### src/rtl/riscv_ctrl_pkg.sv
`default_nettype none
// ============================================================================
// Module      : riscv_ctrl_pkg
// Description : Shared definitions for the multicycle RV32I control path:
//               opcode values, controller state encoding, and the mux/ALU/
//               immediate select encodings used by the extender and ALU.
//               The immediate-type helper honours the UTYPE_EN build macro
//               (lui/auipc support).
// Revision    : 1.0 - initial release
// ============================================================================
package riscv_ctrl_pkg;

    // Opcodes (IR[6:0])
    localparam logic [6:0] OP_LW    = 7'b0000011;
    localparam logic [6:0] OP_SW    = 7'b0100011;
    localparam logic [6:0] OP_RTYPE = 7'b0110011;
    localparam logic [6:0] OP_ITYPE = 7'b0010011;
    localparam logic [6:0] OP_JAL   = 7'b1101111;
    localparam logic [6:0] OP_BEQ   = 7'b1100011;
    localparam logic [6:0] OP_LUI   = 7'b0110111;
    localparam logic [6:0] OP_AUIPC = 7'b0010111;

    typedef enum logic [3:0] {
        S_FETCH    = 4'd0,
        S_DECODE   = 4'd1,
        S_MEMADR   = 4'd2,
        S_MEMREAD  = 4'd3,
        S_MEMWB    = 4'd4,
        S_MEMWRITE = 4'd5,
        S_EXECR    = 4'd6,
        S_EXECI    = 4'd7,
        S_ALUWB    = 4'd8,
        S_JAL      = 4'd9,
        S_BEQ      = 4'd10,
        S_UTYPE    = 4'd11,
        S_FAULT    = 4'd12
    } state_t;

    // ALUOp (controller -> ALU decoder)
    localparam logic [1:0] ALUOP_ADD   = 2'b00;
    localparam logic [1:0] ALUOP_SUB   = 2'b01;
    localparam logic [1:0] ALUOP_FUNCT = 2'b10;

    // ALUControl
    localparam logic [2:0] ALU_ADD = 3'b000;
    localparam logic [2:0] ALU_SUB = 3'b001;
    localparam logic [2:0] ALU_AND = 3'b010;
    localparam logic [2:0] ALU_OR  = 3'b011;
    localparam logic [2:0] ALU_SLT = 3'b101;

    // ImmSrc
    localparam logic [2:0] IMM_I = 3'b000;
    localparam logic [2:0] IMM_S = 3'b001;
    localparam logic [2:0] IMM_B = 3'b010;
    localparam logic [2:0] IMM_J = 3'b011;
    localparam logic [2:0] IMM_U = 3'b100;

    // ResultSrc
    localparam logic [1:0] RES_ALUOUT    = 2'b00;
    localparam logic [1:0] RES_DATA      = 2'b01;
    localparam logic [1:0] RES_ALURESULT = 2'b10;

    // ALUSrcA / ALUSrcB
    localparam logic [1:0] SRCA_PC    = 2'b00;
    localparam logic [1:0] SRCA_OLDPC = 2'b01;
    localparam logic [1:0] SRCA_RS1   = 2'b10;
    localparam logic [1:0] SRCB_RS2   = 2'b00;
    localparam logic [1:0] SRCB_IMM   = 2'b01;
    localparam logic [1:0] SRCB_FOUR  = 2'b10;

    // Immediate format for the extender, purely a function of the opcode.
    function automatic logic [2:0] imm_src_for(input logic [6:0] op);
        logic [2:0] imm;
        imm = IMM_I;
        case (op)
            OP_SW:             imm = IMM_S;
            OP_BEQ:            imm = IMM_B;
            OP_JAL:            imm = IMM_J;
`ifdef UTYPE_EN
            OP_LUI, OP_AUIPC:  imm = IMM_U;
`else
            OP_LUI, OP_AUIPC:  imm = IMM_I;
`endif
            default:           imm = IMM_I;
        endcase
        return imm;
    endfunction

endpackage
`default_nettype wire

### src/rtl/alu_decoder.sv
`default_nettype none
// ============================================================================
// Module      : alu_decoder
// Description : Combinational ALU operation decoder.
//   alu_op      in  2  00 add, 01 sub, 10 decode from funct fields
//   funct3      in  3  IR[14:12]
//   funct7b5    in  1  IR[30]
//   op5         in  1  IR[5] (distinguishes R-type sub from I-type addi)
//   alu_control out 3  ALUControl encoding
// Revision    : 1.0 - initial release
// ============================================================================
module alu_decoder
    import riscv_ctrl_pkg::*;
(
    input  logic [1:0] alu_op,
    input  logic [2:0] funct3,
    input  logic       funct7b5,
    input  logic       op5,
    output logic [2:0] alu_control
);

    always_comb begin
        alu_control = ALU_ADD;
        case (alu_op)
            ALUOP_ADD: alu_control = ALU_ADD;
            ALUOP_SUB: alu_control = ALU_SUB;
            ALUOP_FUNCT: begin
                case (funct3)
                    // addi has no funct7, so IR[30] only means sub for R-type
                    3'b000:  alu_control = (funct7b5 && op5) ? ALU_SUB : ALU_ADD;
                    3'b010:  alu_control = ALU_SLT;
                    3'b110:  alu_control = ALU_OR;
                    3'b111:  alu_control = ALU_AND;
                    default: alu_control = ALU_ADD;
                endcase
            end
            default:   alu_control = ALU_ADD;
        endcase
    end

endmodule
`default_nettype wire

### src/rtl/multicycle_controller.sv
`default_nettype none
// ============================================================================
// Module      : multicycle_controller
// Description : Moore FSM sequencing a multicycle RV32I datapath, with a
//               memory-handshake watchdog that traps to a sticky FAULT state.
//               Build macro UTYPE_EN enables lui/auipc decoding.
// Ports       : clk, reset_n (async active-low); op/funct3/funct7b5 from IR;
//               Zero (ALU); MemReady (memory handshake);
//               PCWrite, AdrSrc, MemWrite, IRWrite, RegWrite, ResultSrc,
//               ALUSrcA, ALUSrcB, ALUControl, ImmSrc (datapath control);
//               IllegalInstr (decode pulse), Fault (sticky trap).
// Parameters  : TIMEOUT_CYCLES - stalled memory cycles tolerated (>=1)
// Revision    : 1.0 - initial release
// ============================================================================
module multicycle_controller
    import riscv_ctrl_pkg::*;
#(
    parameter int TIMEOUT_CYCLES = 255
) (
    input  logic       clk,
    input  logic       reset_n,
    input  logic [6:0] op,
    input  logic [2:0] funct3,
    input  logic       funct7b5,
    input  logic       Zero,
    input  logic       MemReady,
    output logic       PCWrite,
    output logic       AdrSrc,
    output logic       MemWrite,
    output logic       IRWrite,
    output logic       RegWrite,
    output logic [1:0] ResultSrc,
    output logic [1:0] ALUSrcA,
    output logic [1:0] ALUSrcB,
    output logic [2:0] ALUControl,
    output logic [2:0] ImmSrc,
    output logic       IllegalInstr,
    output logic       Fault
);

    localparam int CNT_W = $clog2(TIMEOUT_CYCLES + 1);

    state_t           state;
    state_t           state_next;
    logic [CNT_W-1:0] wd_count;
    logic [1:0]       alu_op;
    logic [2:0]       alu_ctrl;
    logic             mem_state;
    logic             timeout;

    assign mem_state = (state == S_FETCH) || (state == S_MEMREAD) || (state == S_MEMWRITE);
    // The counter only reaches the limit after TIMEOUT_CYCLES stalled cycles;
    // from then on the trap wins even if memory finally answers.
    assign timeout   = mem_state && (wd_count == CNT_W'(TIMEOUT_CYCLES));

    always_ff @(posedge clk or negedge reset_n) begin
        if (!reset_n) begin
            state    <= S_FETCH;
            wd_count <= '0;
        end else begin
            state <= state_next;
            if (mem_state && !MemReady && (state_next == state))
                wd_count <= wd_count + CNT_W'(1);
            else
                wd_count <= '0;
        end
    end

    alu_decoder u_alu_decoder (
        .alu_op      (alu_op),
        .funct3      (funct3),
        .funct7b5    (funct7b5),
        .op5         (op[5]),
        .alu_control (alu_ctrl)
    );

    assign ALUControl = reset_n ? alu_ctrl : 3'b000;
    assign ImmSrc     = reset_n ? imm_src_for(op) : 3'b000;

    always_comb begin
        state_next   = state;
        alu_op       = ALUOP_ADD;
        PCWrite      = 1'b0;
        AdrSrc       = 1'b0;
        MemWrite     = 1'b0;
        IRWrite      = 1'b0;
        RegWrite     = 1'b0;
        ResultSrc    = RES_ALUOUT;
        ALUSrcA      = SRCA_PC;
        ALUSrcB      = SRCB_RS2;
        IllegalInstr = 1'b0;
        Fault        = 1'b0;

        case (state)
            S_FETCH: begin
                IRWrite   = MemReady && !timeout;
                PCWrite   = MemReady && !timeout;
                ResultSrc = RES_ALURESULT;
                ALUSrcB   = SRCB_FOUR;
                if (timeout)       state_next = S_FAULT;
                else if (MemReady) state_next = S_DECODE;
            end
            S_DECODE: begin
                // Precompute the branch/jump target into ALUOut
                ALUSrcA = SRCA_OLDPC;
                ALUSrcB = SRCB_IMM;
                case (op)
                    OP_LW, OP_SW: state_next = S_MEMADR;
                    OP_RTYPE:     state_next = S_EXECR;
                    OP_ITYPE:     state_next = S_EXECI;
                    OP_JAL:       state_next = S_JAL;
                    OP_BEQ:       state_next = S_BEQ;
`ifdef UTYPE_EN
                    OP_LUI, OP_AUIPC: state_next = S_UTYPE;
`else
                    OP_LUI, OP_AUIPC: begin
                        state_next   = S_FETCH;
                        IllegalInstr = 1'b1;
                    end
`endif
                    default: begin
                        state_next   = S_FETCH;
                        IllegalInstr = 1'b1;
                    end
                endcase
            end
            S_MEMADR: begin
                ALUSrcA    = SRCA_RS1;
                ALUSrcB    = SRCB_IMM;
                state_next = (op == OP_LW) ? S_MEMREAD : S_MEMWRITE;
            end
            S_MEMREAD: begin
                AdrSrc = 1'b1;
                if (timeout)       state_next = S_FAULT;
                else if (MemReady) state_next = S_MEMWB;
            end
            S_MEMWB: begin
                ResultSrc  = RES_DATA;
                RegWrite   = 1'b1;
                state_next = S_FETCH;
            end
            S_MEMWRITE: begin
                AdrSrc   = 1'b1;
                MemWrite = 1'b1;
                if (timeout)       state_next = S_FAULT;
                else if (MemReady) state_next = S_FETCH;
            end
            S_EXECR: begin
                ALUSrcA    = SRCA_RS1;
                ALUSrcB    = SRCB_RS2;
                alu_op     = ALUOP_FUNCT;
                state_next = S_ALUWB;
            end
            S_EXECI: begin
                ALUSrcA    = SRCA_RS1;
                ALUSrcB    = SRCB_IMM;
                alu_op     = ALUOP_FUNCT;
                state_next = S_ALUWB;
            end
            S_ALUWB: begin
                ResultSrc  = RES_ALUOUT;
                RegWrite   = 1'b1;
                state_next = S_FETCH;
            end
            S_JAL: begin
                // PC <- target held in ALUOut; ALU forms OldPC+4 for rd
                ALUSrcA    = SRCA_OLDPC;
                ALUSrcB    = SRCB_FOUR;
                ResultSrc  = RES_ALUOUT;
                PCWrite    = 1'b1;
                state_next = S_ALUWB;
            end
            S_BEQ: begin
                ALUSrcA    = SRCA_RS1;
                ALUSrcB    = SRCB_RS2;
                alu_op     = ALUOP_SUB;
                ResultSrc  = RES_ALUOUT;
                PCWrite    = Zero;
                state_next = S_FETCH;
            end
            S_UTYPE: begin
                // auipc adds the immediate to the instruction's own PC (OldPC);
                // lui goes through the rs1 port, where the datapath supplies x0.
                ALUSrcA    = (op == OP_AUIPC) ? SRCA_OLDPC : SRCA_RS1;
                ALUSrcB    = SRCB_IMM;
                state_next = S_ALUWB;
            end
            S_FAULT: begin
                Fault = 1'b1;
            end
            default: state_next = S_FETCH;
        endcase

        if (!reset_n) begin
            PCWrite      = 1'b0;
            AdrSrc       = 1'b0;
            MemWrite     = 1'b0;
            IRWrite      = 1'b0;
            RegWrite     = 1'b0;
            ResultSrc    = 2'b00;
            ALUSrcA      = 2'b00;
            ALUSrcB      = 2'b00;
            IllegalInstr = 1'b0;
            Fault        = 1'b0;
        end
    end

endmodule
`default_nettype wire

### config.mk
export PLATFORM = sky130hd
export DESIGN_NAME = multicycle_controller
export DESIGN_NICKNAME = d
export VERILOG_FILES = /design/src/rtl/riscv_ctrl_pkg.sv /design/src/rtl/alu_decoder.sv /design/src/rtl/multicycle_controller.sv
export SDC_FILE = /design/constraint.sdc
export NUM_CORES = 1
export LEC_CHECK = 0
export ABC_AREA = 0
export CORE_MARGIN = 4
export CORE_UTILIZATION = 48
export DETAILED_ROUTE_END_ITERATION = 8
export PLACE_DENSITY_LB_ADDON = 0.25
export SLEW_MARGIN = 25
export SYNTH_ARGS = -nofsm -noshare
export SYNTH_HDL_FRONTEND = slang
export SYNTH_SLANG_ARGS = --single-unit
### constraint.sdc
create_clock -name clk -period 2.2 [get_ports clk]
set_input_delay 0.66 -clock clk [delete_from_list [all_inputs] [get_ports clk]]
set_output_delay 0.66 -clock clk [all_outputs]
set_load 0.02 [all_outputs]
==> impl_metrics.yaml, run 1 <==
logic_synthesis:
  synth_area_per_cell_um2: 7.68
  synthTopCellsByCount: "27 x nor2_1, 12 x dfrtp_1, 11 x nand2_1"
  synth.most_common_cell: "nor2_1"
  synth.ff_latch_count: 12
  synth_area_mm2: 0.00120
  synthTopCellsByArea: "dfrtp_1 25%, nor2_1 8.5%, xnor2_1 5.1%"
  synth-edff-count: 0
  synth_fp_nets: 174
  synthFlopType: "dfrtp_1"
  yosysWarnings: 0
  synth_cells: 156
  yosys.area.top_type: "dfrtp_1"
  ys_types: 52
  synth_top_cell_area_share: 0.251
  async_flop_share: 1.00
  yosysSeqAreaShare: 0.251
clocking:
  cts_root_buf: "clkbuf_4"
  cts.sinks: 12
  cts_hold_buf: 0
  cts_buffer_depth: 2
  cts_buffers: 3
  cts_max_level: 1
floorplan:
  io-pin-count: 34
  rows: 17
  die_h_um: 57.9
  die_x_um: 57.9
  floorplan.initialDensity: 0.521
sta:
  endpoint_type: "primary output"
  postGrtWorstEndpoint: "ALUSrcA[0]"
status:
  haltStage: "5_1_grt"
  status: "stopped before the end"
  error: "[ERROR DPL-0038] Utilization greater than 100%, impossible to legalize"
placement:
  hpwl_um: 3430
  portBuffers: 32
  gp_congestion: 0.914
global_route:
  grt_start_max_net_pins: 13
logic make-up after synthesis:
| group | count (synthesis) | synth area share |
|---|---|---|
| other | 1 | 0.00313 |
| adders and majority gates | 3 | 0.0314 |
| xor gates and xnor gates | 10 | 0.0732 |
| buffers and inverters | 18 | 0.0888 |
| and+or+nand+nor | 82 | 0.366 |
| DFF | 12 | 0.251 |
| AOI/OAI and AO/OA | 29 | 0.179 |
| muxes | 1 | 0.00836 |
metrics by stage:
| step | setup slack (ns) | util | cells | cell area [µm²] |
|---|---|---|---|---|
| after floorplan | -0.0328 | - | 156 | 1210 |
| after global placement | -1.08 | 0.836 | 264 | 1920 |
| after detailed placement | -1.12 | 0.836 | 264 | 1920 |
| after CTS | -0.304 | 0.939 | 274 | 2160 |
what timing repair did:
item / 4_1_cts
pin swaps: 21
setup endpoints to repair: 18
setup buffers: 7
gates resized for setup: 170
==> run 2: changes to the inputs <==
--- a/config.mk
+++ b/config.mk
@@ -6,10 +6,10 @@
 export NUM_CORES = 1
 export LEC_CHECK = 0
 export ABC_AREA = 0
-export CORE_MARGIN = 4
-export CORE_UTILIZATION = 48
+export CORE_AREA = 4 4 65 67
 export DETAILED_ROUTE_END_ITERATION = 8
-export PLACE_DENSITY_LB_ADDON = 0.25
+export DIE_AREA = 0 0 69 71
+export PLACE_DENSITY_LB_ADDON = 0.15
 export SLEW_MARGIN = 25
 export SYNTH_ARGS = -nofsm -noshare
 export SYNTH_HDL_FRONTEND = slang
==> run 2 against run 1 <==
Net effect:
- the flow now finishes, with violations (setup timing)
- synthesized cell count unchanged
- area after synthesis unchanged
==> impl_metrics.yaml, run 2 <==
status:
  status: "finished, violations left"
  violations: "setup timing"
clocking:
  cts_tree: "yes"
  cts.reportedPaths.clkPinSlew_ns: 0.05
  insertion_delay_ns: 0.24
  cts_root_buf: "clkbuf_8"
  cts_buffers: 3
  cts_max_level: 1
  cts_buffer_depth: 2
  cts.sinks: 12
  cts_hold_buf: 0
floorplan:
  die_h_um: 71
  dieArea_mm2: 0.00490
  io-pin-count: 34
  core_area_mm2: 0.00363
  floorplan.initialDensity: 0.330
  rows: 22
  die_x_um: 69
setup_path:
  critical_path_buf_inv_count: 2
  cp_max_fo: 2
  critPathKind: "in2out"
  crit_path_max_incr_delay_ns: 0.41
  required_ns: 1.54
  crit_path_top_delay_cell: "or3b_4"
  critPathTopFamily: "simple AND/OR/NAND/NOR gates"
  end_kind: "primary output"
  path_cells: "buf_6 > or3b_4 > nor4_4 > nand2b_1 > a21oi_2 > buf_4"
  worst_ep_arrival_time_ns: 1.70
  critPathLaunchType: "primary input"
routing:
  ant_nets: 0
  drt_wl_total_um: 4130
  drt_iter0_markers: 52
  vias_per_cell: 4.91
  drc: 0
  firstDrtPassIters: 4
  wire_per_inst_um: 13.9
  route.vias.total: 1457
placement:
  placed_area_mm2: 0.00193
  place_ws_ns: -1.07
  portBuffers: 32
  hpwl_um: 3200
  gp_congestion: 0.807
sta:
  fin_ws_ns: -0.156
  slew_violations: 0
  whs_ns: 0.632
  post-route-min-period_ns: 2.36
  timing.fmax_ghz: 0.424
  skew_ns: 0.00207
  hold_violations: 0
  rsz0062_at_grt: "yes"
  period_share: 1.07
  final-setup-viol-count: 7
pwr:
  clkPwrFrac: 0.240
  p_int_uw: 555
  seqPwrFrac: 0.287
  vdd_drop_max_mv: 0.301
  netSwitchingPower_uw: 284
  leakagePower_uw: 0.000999
  pwr-share-comb: 0.473
  powerDensity_mw_per_mm2: 376
  total_power_uw: 839
  swShare: 0.338
cells_and_area:
  synthToLayoutAreaGrowth_pct: 86.1
  final_cell_mix: "63 x buf_4, 21 x nor2_1, 16 x buf_6"
  multi_input_area_um2: 991
  regMostFlops: "wd_count"
  design_area_mm2: 0.00223
  reg_top3: "wd_count x8, state x4"
  final_common_cell: "buf_4"
  fillers: 323
  largest_register_ffs: 8
  antenna_cells: 0
  seq_area_um2: 300
  drive_above_1_share: 0.550
  nets: 269
logic_synthesis:
  synthTopCellsByArea: "dfrtp_1 25%, nor2_1 8.5%, xnor2_1 5.1%"
  synthFlopType: "dfrtp_1"
  yosys.area.top_type: "dfrtp_1"
  synth_area_per_cell_um2: 7.68
  synth.ff_latch_count: 12
  yosysSeqAreaShare: 0.251
  synth_fp_nets: 174
  synth.most_common_cell: "nor2_1"
  synth_cells: 156
  synth-edff-count: 0
  synth_top_cell_area_share: 0.251
  yosysWarnings: 0
  async_flop_share: 1.00
  synth_area_mm2: 0.00120
  ys_types: 52
  synthTopCellsByCount: "27 x nor2_1, 12 x dfrtp_1, 11 x nand2_1"
global_route:
  grt_use_total: 0.163
  grt-ovfl-total: 0
  antenna_found_initial: 0
  grt_pass1_vias: 1461
  grt_start_max_net_pins: 13
  grt_pass1_wl_um: 6720
worst_hold_path:
  min_path_type: "in2async"
run:
  drv_cap: 0
[run 2: cell counts after synthesis]
Identical to the previous run, type by type.
[run 2: path summary, 6_finish.rpt]
kind,startpoint,to,slack [ns],cells past startpoint
max,op[6],ALUSrcA[1],-0.16,6
min,reset_n,state[0],0.63,3
max reg2reg,state[2],state[1],0.47,6
min reg2reg,wd_count[0],wd_count[0],0.63,3
max in group asynchronous,reset_n,state[2],1.42,3
min in group clk,wd_count[0],wd_count[0],0.63,3
[run 2: worst min-delay path: stages]
cell and delay (ns):
clkdlybuf4s15_2 0.23, buf_4 0.14, buf_4 0.19
[run 2: metrics by stage]
| step | util | std cells | TNS, ns |
|---|---|---|---|
| 3_5_place_dp | 0.531 | 282 | -13.32 |
| 6_report | 0.613 | 297 | -0.577 |
| 5_1_grt | 0.613 | 297 | -1.12 |
| 3_3_place_gp | 0.531 | 282 | -12.88 |
| 4_1_cts | 0.564 | 289 | -0.889 |
| 2_1_floorplan | - | 156 | -0.0328 |
[run 2: cell type report]
type                       instances  share of cell area
multi-input combinational        126               0.445
timing repair buffer              98               0.357
sequential                        12               0.135
tap                               48              0.0270
clock buffer                       3              0.0185
inverter                          10              0.0180
[run 2: power groups by stage]
| stage | Combinational (µW) | Sequential [µW] | Clock (µW) |
|---|---|---|---|
| after floorplan | 164 | 245 | 0 |
| final | 396 | 241 | 201 |
| after global routing | 427 | 242 | 218 |
| after global placement | 340 | 243 | 0 |
| after CTS | 352 | 241 | 204 |
| after detailed placement | 346 | 244 | 0 |
[run 2: per-layer routing]
| layer | GRT usage | part of all wire | up-vias |
|---|---|---|---|
| li1 | - | - | 737 |
| met1 | 0.199 | 0.43 | 678 |
| met2 | 0.299 | 0.52 | 35 |
| met3 | 0.0199 | 0.033 | 7 |
| met4 | 0.0456 | 0.016 | 0 |
| met5 | 0 | 0 | - |
[run 2: kinds of logic after synthesis]
| family | after synthesis | share of synthesized area |
|---|---|---|
| AND/OR/NAND/NOR | 82 | 0.366 |
| AO/OA/AOI/OAI | 29 | 0.179 |
| buffers and inverters | 18 | 0.0888 |
| flip-flops | 12 | 0.251 |
| XOR/XNOR | 10 | 0.0732 |
| adder cells (fa/ha/maj) | 3 | 0.0314 |
| other | 1 | 0.00313 |
| multiplexers | 1 | 0.00836 |
[run 2: repair_timing]
| action | CTS | global route |
|---|---|---|
| buffers inserted | 4 | 9 |
| setup endpoints to repair | 18 | 13 |
| pin swaps | 15 | 20 |
| resized for setup | 134 | 41 |
(Power assumes the default switching activity.)
